### src/rtl/branch_predictor.sv
// Branch target buffer with 2-bit saturating counters beside fetch.
// Same-cycle lookup, registered training, saturating hit/mispredict stats.
module branch_predictor #(
    parameter int ENTRIES = 16,
    parameter int PC_W    = 32,
    parameter int CNT_W   = 16
) (
    input  logic            clk,
    input  logic            reset,
    input  logic [PC_W-1:0] pcF,
    output logic            predtakenF,
    output logic [PC_W-1:0] predtargetF,
    input  logic            updateD,
    input  logic [PC_W-1:0] pcD,
    input  logic            takenD,
    input  logic [PC_W-1:0] targetD,
    input  logic            predtakenD,
    input  logic [PC_W-1:0] predtargetD,
    input  logic            flushall,
    output logic            mispredictD,
    output logic [CNT_W-1:0] hitcnt,
    output logic [CNT_W-1:0] mispcnt
);

    localparam int IDX_W = $clog2(ENTRIES);
    localparam int TAG_W = PC_W - IDX_W - 2;

    logic             validQ  [ENTRIES];
    logic [1:0]       ctrQ    [ENTRIES];
    logic [TAG_W-1:0] tagQ    [ENTRIES];
    logic [PC_W-1:0]  targetQ [ENTRIES];

    logic [IDX_W-1:0] idxF;
    logic [IDX_W-1:0] idxD;
    logic [TAG_W-1:0] tagF;
    logic [TAG_W-1:0] tagD;
    logic             hitF;
    logic             hitD;
    logic             writeEn;
    logic             allocEn;
    logic             unusedOk;

    assign idxF = pcF[IDX_W+1:2];
    assign tagF = pcF[PC_W-1:IDX_W+2];
    assign idxD = pcD[IDX_W+1:2];
    assign tagD = pcD[PC_W-1:IDX_W+2];

    // Word-aligned PCs: the low two bits never select anything.
    assign unusedOk = ^{pcF[1:0], pcD[1:0]};

    assign hitF = validQ[idxF] && (tagQ[idxF] == tagF);
    assign hitD = validQ[idxD] && (tagQ[idxD] == tagD);

    assign predtakenF  = hitF && ctrQ[idxF][1];
    assign predtargetF = hitF ? targetQ[idxF] : '0;

    assign mispredictD = updateD &&
        ((takenD != predtakenD) ||
         (takenD && predtakenD && (targetD != predtargetD)));

    assign writeEn = updateD && !flushall;
    assign allocEn = writeEn && takenD;

    // Valid bits and counters: flush wins, then train or allocate.
    always_ff @(posedge clk or negedge reset) begin
        if (!reset) begin
            for (int i = 0; i < ENTRIES; i++) begin
                validQ[i] <= 1'b0;
                ctrQ[i]   <= 2'b01;
            end
        end else if (flushall) begin
            for (int i = 0; i < ENTRIES; i++) begin
                validQ[i] <= 1'b0;
            end
        end else if (writeEn) begin
            if (hitD) begin
                if (takenD && ctrQ[idxD] != 2'b11) begin
                    ctrQ[idxD] <= ctrQ[idxD] + 2'b01;
                end else if (!takenD && ctrQ[idxD] != 2'b00) begin
                    ctrQ[idxD] <= ctrQ[idxD] - 2'b01;
                end
            end else if (takenD) begin
                validQ[idxD] <= 1'b1;
                ctrQ[idxD]   <= 2'b10;
            end
        end
    end

    // Tags and targets need no reset: an invalid entry never hits.
    always_ff @(posedge clk) begin
        if (allocEn) begin
            tagQ[idxD]    <= tagD;
            targetQ[idxD] <= targetD;
        end
    end

    // Saturating statistics, counting straight through a flush.
    always_ff @(posedge clk or negedge reset) begin
        if (!reset) begin
            hitcnt  <= '0;
            mispcnt <= '0;
        end else begin
            if (hitF && hitcnt != '1) begin
                hitcnt <= hitcnt + CNT_W'(1);
            end
            if (mispredictD && mispcnt != '1) begin
                mispcnt <= mispcnt + CNT_W'(1);
            end
        end
    end

endmodule

### config.mk
export PLATFORM = sky130hd
export DESIGN_NAME = branch_predictor
export DESIGN_NICKNAME = d
export VERILOG_FILES = /design/src/rtl/branch_predictor.sv
export SDC_FILE = /design/constraint.sdc
export NUM_CORES = 1
export LEC_CHECK = 0
export ABC_CLOCK_PERIOD_IN_PS = 6700
export BUFFER_PORTS_ARGS = -buffer_cell sky130_fd_sc_hd__buf_2
export CAP_MARGIN = 40
export CORE_ASPECT_RATIO = 1.5
export CORE_UTILIZATION = 34
export CTS_BUF_LIST = sky130_fd_sc_hd__clkbuf_8 sky130_fd_sc_hd__clkbuf_16
export DETAILED_ROUTE_END_ITERATION = 8
export GPL_TIMING_DRIVEN = 0
export REMOVE_ABC_BUFFERS = 1
export SLEW_MARGIN = 10
export SYNTH_ARGS = -nofsm -noshare
export SYNTH_HDL_FRONTEND = slang
export SYNTH_SLANG_ARGS = --single-unit
### constraint.sdc
create_clock -name clk -period 6.7 [get_ports clk]
set_input_delay 1.34 -clock clk [delete_from_list [all_inputs] [get_ports clk]]
set_output_delay 1.34 -clock clk [all_outputs]
set_load 0.05 [all_outputs]
==> flow_results.org, run 1 <==
** Status
- Result of the run :: complete, no violations

** Pwr
- Power density over cell area :: 260 nW/um^2
- The analysis attributes to cell leakage a power of 16.9 nW.
- After layout, the design draws a total of 13.3 mW.
- VDD sags by at most 0.000199 V.

** Global routing
- GRT Total Usage :: 19.0%
- Total congestion overflow after global routing :: 0
- Wire length of the first global-routing pass :: 178000 um
- Pin count of the biggest net entering global routing :: 84
- The initial antenna violation count is 14.
- The number of global-route vias before repair came to 25100.

** Timing
- The worst path needs 6580 ps of the cycle, external delays included.
- Final cycle utilization of the critical path :: 98.2%
- Number of max-slew violations in the final report :: 0
- Setup repair after global routing left no endpoint under its margin.
- Number of hold violations in the final report :: 0
- Setup-failing EPs final :: 0
- Timing would allow up to 152 MHz.
- The worst pin sits at a relative slew slack of 37.3%.
- For the pin with the worst max-slew slack, the measured transition is 938 ps.
- Maximum clock skew at final layout :: 49.6 ps

** Floorplanning
- Initial standard-cell utilization of the core :: 34.4%
- The floorplan step defined a die boundary enclosing 132000 um^2.
- Row count :: 161
- For this design the top-level I/O count stands at 200.
- Overall die width :: 297 um
- Vertical die dimension :: 444 um
- The region available for standard cell placement spans 129000 um^2.

** Setup path
- Crit path largest cell delay :: 490 ps
- Max FO, Critical Path :: 50
- The most critical setup path has its startpoint at pcF[3].
- STA classifies the critical path startpoint as an input pin.
- At the worst endpoint, the arrival time is 5240 ps.
- Category of cells accounting for the largest share of critical-path delay :: buffers and inverters
- Data on the critical path is required at its endpoint by 5360 ps.
- Ordered list of cells on the worst path :: buf_8 > buf_16 > buf_16 > mux4_2 > mux4_2 > xnor2_1 > nand4_1 > nor4_4 > nand3_4 > buf_12 > nor2b_1 > clkbuf_4
- The worst register-to-register path begins at tagQ[2][0].
- Critical path's slowest cell :: sky130_fd_sc_hd__mux4_2
- STA classifies the critical path endpoint as an output port.
- Critical setup path kind :: in -> out
- Buf+Inv Stages, Crit Path :: 5

** Synthesis
- Synthesized netlist cell count :: 2239
- Post-synthesis sequential area ratio :: 67.5%
- A synthesized cell averages 19.8 um^2.
- Post-synth EDFFs :: 928
- For this run, the leading register cell type out of synthesis is sky130_fd_sc_hd__edfxtp_1.
- Synth warnings :: 0
- After synthesis the netlist holds a flip-flop and latch count of 1008.
- Area of the mapped netlist :: 44300 um^2
- Share of synthesized flip-flops with an asynchronous set or reset :: 7.94%
- Count of different cell masters after synthesis :: 67

** Clock network
- In this run the number of H-tree levels came out at 3.
- Clock latency on the worst-skew pair, taken at its later pin, is 720 ps.
- CTS tree :: built
- The number of hold buffers added after CTS was 0.
- Clock Path Buffers :: 3
- Number of buffers inserted during clock tree synthesis :: 92
- Clock-pin slew was measured on the worst setup and hold paths at 60 ps.
- Clk sinks :: 1008
- Root buf cell :: sky130_fd_sc_hd__clkbuf_16

** Drt
- For this run, design rule violations remaining after detail routing come to 0.
- Wires add up to 125000 um.
- Average via count per standard cell :: 5.58
- After detailed routing, the average wire length per cell comes to 29.6 um.
- Drt initial violations :: 2340
- Summing over every cut layer, the via total after detailed routing is 23700.
- The count of nets left with antenna violations once routing finished came out at 0.
- The pre-antenna-repair detailed-routing pass consisted of 7 iterations.

** Finish
- Cells with a size suffix above 1 make up 34.6% of the layout.
- Counting the fill cells in the layout gives 11400.
- Relative to the synthesized area, the layout overhead comes to 15.9%.
- In the final layout, the multi-input gates occupy 13700 um^2.
- Sequential cell area :: 29900 um^2
- Measured on the finished design, the core utilization comes to 39.9%.
- NumNets Final :: 2586

** Job
- Max-cap violation count :: 0

** Place
- GP Congestion :: 0.820
- In this run the tool buffered the top-level ports with 195 buffer cells.
- Post-DP HPWL :: 74400 um

** Min path
- Hold wc startpoint :: hitcnt[6]
- The tightest min-delay check is of the reg -> reg type.
==> through the flow <==
step | instances | setup WS, ps | area, um^2 | TNS [ps] | hold WS [ps]
after global routing | 4231 | 48.3 | 51300 | 0 | 514
after CTS | 4228 | 0.366 | 51200 | 0 | 495
after global placement | 4014 | -9660 | 46700 | -3387070 | 470
after floorplan | 2108 | 949 | 43600 | 0 | 474
final | 4237 | 119 | 51300 | 0 | 493
after detailed placement | 4053 | -2040 | 47900 | -65570 | 482
==> state kept, by name, indices dropped and copies added (netlist names) <==
signal / count
ctrQ: 32
hitcnt: 16
mispcnt: 16
tagQ: 416
targetQ: 512
validQ: 16
==> final cells by class <==
cell class	instances	share of cell area [%]
Inverter	33	0.373
Clock buffer	98	4.74
Tap cell	1711	4.17
Antenna cell	6	0.0293
Timing Repair Buffer	245	4.55
Clock inverter	69	1.14
Multi-Input combinational cell	1067	26.7
Sequential cell	1008	58.3
==> worst paths after layout <==
path	end	slack, ps	cells past startpoint
min reg2reg	hitcnt[6]	490	1
max in group asynchronous	ctrQ[4]	5520	2
max	predtargetF[4]	120	12
max reg2reg	ctrQ[10]	2190	9
min in group asynchronous	mispcnt[12]	540	1
min	hitcnt[6]	490	1
==> where the power goes <==
| part | leakage [nW] | switching (mW) | internal [mW] |
|---|---|---|---|
| logic | 6.01 | 0.612 | 0.471 |
| registers | 9.37 | 0.0485 | 6.94 |
| clock network | 1.52 | 2.39 | 2.87 |
| total | 16.9 | 3.05 | 10.3 |
==> per-layer routing <==
layer  vias up  GRT usage, %  share of wire, %
met1     12800          23.4                38
li1       9763             -                 -
met4         6          6.95               3.1
met5         -             0             0.036
met2       881          33.9                54
met3       188          2.44               5.6
==> placed cells by master, fill, tap and decap left out, types with 33 or more instances in the layout <==
| cell type | synthesis | final |
|---|---|---|
| sky130_fd_sc_hd__dfrtp_1 | 64 | 64 |
| sky130_fd_sc_hd__xnor2_1 | 86 | 85 |
| sky130_fd_sc_hd__mux2_2 | 48 | 48 |
| sky130_fd_sc_hd__buf_2 | 36 | 170 |
| sky130_fd_sc_hd__nand2_1 | 76 | 76 |
| sky130_fd_sc_hd__inv_1 | 33 | 33 |
| sky130_fd_sc_hd__edfxtp_1 | 928 | 928 |
| sky130_fd_sc_hd__mux4_2 | 373 | 373 |
| sky130_fd_sc_hd__mux2i_1 | 104 | 104 |
| sky130_fd_sc_hd__clkbuf_16 | 0 | 99 |
| sky130_fd_sc_hd__nor2_1 | 55 | 53 |
==> logic make-up (layout without fill, tap and decap cells) <==
| kind of cell | count (synthesis) | after routing | synth area share [%] |
|---|---|---|---|
| AOI/OAI and AO/OA | 137 | 137 | 2.42 |
| xor gates and xnor gates | 114 | 114 | 2.26 |
| adders and majority gates | 5 | 5 | 0.141 |
| buffers and inverters | 164 | 445 | 1.73 |
| DFF | 1008 | 1008 | 67.5 |
| muxes | 530 | 530 | 22.7 |
| other | 0 | 6 | 0 |
| and+or+nand+nor | 281 | 281 | 3.26 |
==> cell usage after synthesis, types with 8 or more instances <==
master,n,area (um^2)
sky130_fd_sc_hd__a31oi_1,23,144
sky130_fd_sc_hd__nand4_1,24,150
sky130_fd_sc_hd__nand2_1,76,285
sky130_fd_sc_hd__mux2_2,48,541
sky130_fd_sc_hd__clkbuf_1,53,199
sky130_fd_sc_hd__and3_1,9,56.3
sky130_fd_sc_hd__a21oi_1,9,45.0
sky130_fd_sc_hd__o22ai_1,14,87.6
sky130_fd_sc_hd__buf_2,36,180
sky130_fd_sc_hd__o21ai_0,9,45.0
sky130_fd_sc_hd__mux2i_1,104,1040
sky130_fd_sc_hd__mux4_2,373,8400
sky130_fd_sc_hd__nand3_1,20,100
sky130_fd_sc_hd__dfrtp_1,64,1600
sky130_fd_sc_hd__buf_6,8,90.1
sky130_fd_sc_hd__nor2b_1,42,263
sky130_fd_sc_hd__xnor2_1,86,753
sky130_fd_sc_hd__o22ai_2,12,150
sky130_fd_sc_hd__inv_1,33,124
sky130_fd_sc_hd__a22oi_1,16,120
sky130_fd_sc_hd__xor2_1,28,245
sky130_fd_sc_hd__dfstp_2,16,420
sky130_fd_sc_hd__nand2b_1,10,62.6
sky130_fd_sc_hd__buf_4,12,90.1
sky130_fd_sc_hd__edfxtp_1,928,27900
sky130_fd_sc_hd__nor2_1,55,206
sky130_fd_sc_hd__nor3_1,12,60.1
sky130_fd_sc_hd__buf_1,22,82.6
==> what timing repair did <==
action,4_1_cts,5_1_grt
pin swaps,2,1
cloned,7,3
setup endpoints to repair,37,33
endpoints found under the hold margin,0,0
resized for setup,25,9
buffers inserted,1,0
Note: power is estimated with default switching activity, not from simulation.
==> inputs of run 2 (changes only) <==
- BUFFER_PORTS_ARGS: -buffer_cell sky130_fd_sc_hd__buf_2 -> -buffer_cell sky130_fd_sc_hd__clkbuf_2
==> run 2 against run 1 <==
Core utilization grew 0.13 points. Global-route usage shrank 0.052 points. Power grew 0.75%. Flip-flop and latch count is the same. Worst hold slack lost 0.71 ps. Combinational power is essentially flat. Via count shrank 0.43%. Die area is the same.
==> flow_results.org, run 2 (synthesis results as in run 1) <==
** Pwr
- Maximum VDD drop :: 0.000205 V (+2.8%)
- Overall power after layout :: 13.4 mW (+0.75%)
- Leakage power :: 17.0 nW (+0.56%)
- The power density relative to cell area is 261 nW/um^2 (+0.42%).

** Finish
- Commonest non-fill, non-tap cell in the layout :: sky130_fd_sc_hd__edfxtp_1
- The final core utilization is 40.0% (+0.13 points).
- The filler cell count in the final layout came to 11400 (-0.36%).
- The final-stage net count is 2591 (+0.19%).
- Flip-flop count of the largest register, all copies and words added :: 512 (unchanged)
- From synthesis to final layout, the design area changed by 16.3%.
- The largest registers in the layout are targetQ: 512 flops, tagQ: 416 flops, ctrQ: 32 flops.
- targetQ holds more flip-flops than any other register.
- The flip-flop and latch area came to 29900 um^2 (unchanged).
- Most frequent cells in the layout :: 928 x sky130_fd_sc_hd__edfxtp_1, 373 x sky130_fd_sc_hd__mux4_2, 159 x sky130_fd_sc_hd__clkbuf_2
- Area occupied by multi-input gates :: 13700 um^2 (+0.11%)
- Ratio of cells with drive above 1 in the final layout :: 34.7% (+0.14 points)

** Clock network
- Clk sinks :: 1008 (unchanged)
- CTS placed an instance of sky130_fd_sc_hd__clkbuf_16 at the clock tree root.
- The worst-skew pair later-pin latency came to 720 ps (about the same).
- The maximum buffer depth of the clock tree came to 3 (unchanged).
- TritonCTS built the clock tree.
- The clock-pin slew of the registers on the worst-case setup and hold paths is 60 ps (about the same).
- The number of CTS-inserted buffers is 94 (+2.2%).
- The H-tree depth came to 3 (unchanged).

** Global routing
- Met3 Track Usage GR :: 2.45% (+0.010 points)
- In this run the most used layer during global routing was met2.
- GRT Total Usage :: 19.0% (-0.052 points)
- The number of global-route vias before repair was 25100 (+0.0080%).
- The global route total overflow came to 0 (unchanged).
- The initial antenna violation count is 8 (-6).
- Wire length of the first global-routing pass :: 178000 um (-0.29%)
- Met2 track utilization from global routing :: 33.6% (-0.24 points)
- Pin count of the biggest net entering global routing :: 81 (-3.6%)
- Met1 usage :: 23.3% (-0.049 points)

** Drt
- The detailed-route vias per instance is 5.56 (-0.50%).
- DRT Wirelength :: 124000 um (-1.0%)
- Number of antenna-violating nets in the routed design :: 0 (unchanged)
- Total DRC errors in the routed layout :: 0 (unchanged)
- Mean routed wirelength per cell :: 29.3 um (-1.1%)
- Via count :: 23600 (-0.43%)
- The number of detailed-routing iterations run before antenna repair came to 6 (-1).
- Drt initial violations :: 2261 (-3.4%)

** Min path
- The path class of the tightest hold or removal check is reg -> reg.
- Hold wc startpoint :: mispcnt[15]

** Place
- Count of input and output buffers :: 195 (unchanged)
- The final weighted congestion in routability-driven placement is 0.820 (about the same).
- The post-detailed-placement half-perimeter wirelength was 74900 um (+0.73%).

** Timing
- Max Freq :: 152 MHz (-0.16%)
- The number of hold violations in the final report is 0 (unchanged).
- Relative slew slack :: 34.4% (-3.0 points)
- The minimum period implied by the final worst setup slack came to 6590 ps (+10.2 ps).
- Maximum clock skew at final layout :: 49.4 ps (-0.159 ps)
- Unrepaired setup endpoints after global routing :: no
- The transition time at the pin with the least slew margin came to 977 ps (+38.1 ps).
- The number of setup violations in the final report is 0 (unchanged).
- The final number of max-transition violations is 0 (unchanged).
- The final period utilization was 98.4% (+0.15 points).

** Setup path
- Critical path startpoint category :: input pin
- Crit path largest cell delay :: 750 ps (+260 ps)
- The maximum fanout count along the critical path came to 61 (+22%).
- Buf+Inv Stages, Crit Path :: 4 (-1)
- Grouping stages by cell kind, the critical path spends the most delay in buffers and inverters.
- Arrival time of data at the critical path endpoint :: 5250 ps (about the same)
- Crit end category :: output port
- Among the stages of the critical path, the cell type that occurs most often is sky130_fd_sc_hd__mux4_2.
- Traced cell by cell, the critical path runs through clkbuf_8 > buf_16 > mux4_2 > mux4_2 > xnor2_1 > nand4_1 > nor4_2 > nand3_4 > buf_12 > nor2b_2 > clkbuf_4.
- In this run the worst setup path begins at pcF[4].
- In this run the critical register-to-register path is launched from tagQ[11][0].
- The required time of the critical path is 5360 ps (about the same).
- On the critical path, the stage with the largest delay is an instance of sky130_fd_sc_hd__nor4_2.
- Critical setup path kind :: in -> out

** Floorplanning
- Die area :: 132000 um^2 (unchanged)
- The initial cell density of the core came to 34.4% (unchanged).
- Overall die width :: 297 um (unchanged)
- Row count :: 161 (unchanged)
- The number of I/O pins is 200 (unchanged).
- Vertical die dimension :: 444 um (unchanged)
- The core box area came to 129000 um^2 (unchanged).

** Status
- Result of the run :: complete, no violations

** Job
- The number of max-cap violations was 0 (unchanged).
==> run 2: cell types whose count changed in the layout (fill, tap and decap cells not counted), moves of 2 or more <==
| cell | previous run | this run |
|---|---|---|
| sky130_fd_sc_hd__inv_1 | 33 | 40 |
| sky130_fd_sc_hd__clkbuf_4 | 6 | 16 |
| sky130_fd_sc_hd__buf_4 | 17 | 14 |
| sky130_fd_sc_hd__buf_2 | 170 | 3 |
| sky130_fd_sc_hd__clkbuf_16 | 99 | 97 |
| sky130_fd_sc_hd__clkbuf_2 | 0 | 159 |
| sky130_fd_sc_hd__clkinv_1 | 21 | 17 |
| sky130_fd_sc_hd__buf_8 | 6 | 3 |
| sky130_fd_sc_hd__diode_2 | 6 | 2 |
| sky130_fd_sc_hd__clkbuf_8 | 2 | 8 |
| sky130_fd_sc_hd__buf_16 | 30 | 32 |
| sky130_fd_sc_hd__bufinv_16 | 6 | 10 |
| sky130_fd_sc_hd__clkinv_2 | 13 | 11 |
| sky130_fd_sc_hd__buf_6 | 3 | 1 |
==> run 2: report_power, final <==
part           total, mW  switching, mW  internal [mW]  leakage, nW
combinational       1.08          0.607          0.474         6.05
clock               5.37           2.39           2.98         1.58
sequential          6.99         0.0476           6.95         9.37
==> run 2: per-stage QoR <==
stage	hold slack (ps)	cells	TNS [ps]	area [um^2]	worst slack, ps
6_report	492	4240	0	51500	109
5_1_grt	517	4238	0	51500	51.4
4_1_cts	493	4236	0	51400	7.76
3_5_place_dp	483	4056	-55050	47900	-1840
3_3_place_gp	476	4014	-4193170	46700	-10600
2_1_floorplan	474	2108	0	43600	949
==> run 2: area by class of cell <==
class | instances | area share, %
sequential | 1008 | 58.1
multi-input combinational | 1067 | 26.7
timing repair buffer | 248 | 4.74
clock buffer | 96 | 4.62
tap | 1711 | 4.16
clock inverter | 75 | 1.35
inverter | 33 | 0.367
antenna | 2 | 0.00972
==> run 2: metal layers <==
layer	wire length [um]	part of all wire, %	vias to the layer above
li1	-	-	9773
met1	47400	38	12700
met2	65900	53	840
met3	6620	5.3	216
met4	4080	3.3	6
met5	41	0.033	-
==> run 2: what timing repair did <==
action	4_1_cts	5_1_grt
pin swaps	2	2
endpoints found under the hold margin	0	0
endpoints found under the setup margin	33	31
hold buffers	0	0
resized for setup	32	40
cloned	8	1
buffers inserted	1	1
==> run 2: path summary, 6_finish.rpt <==
path	slack, ps	depth (start not counted)	endpoint
hold / removal	490	1	mispcnt[15]
setup reg to reg	2100	9	ctrQ[18]
setup / recovery	110	11	predtargetF[11]
hold reg to reg	490	1	mispcnt[15]
max in group asynchronous	5410	2	ctrQ[26]
min in group asynchronous	630	1	mispcnt[14]
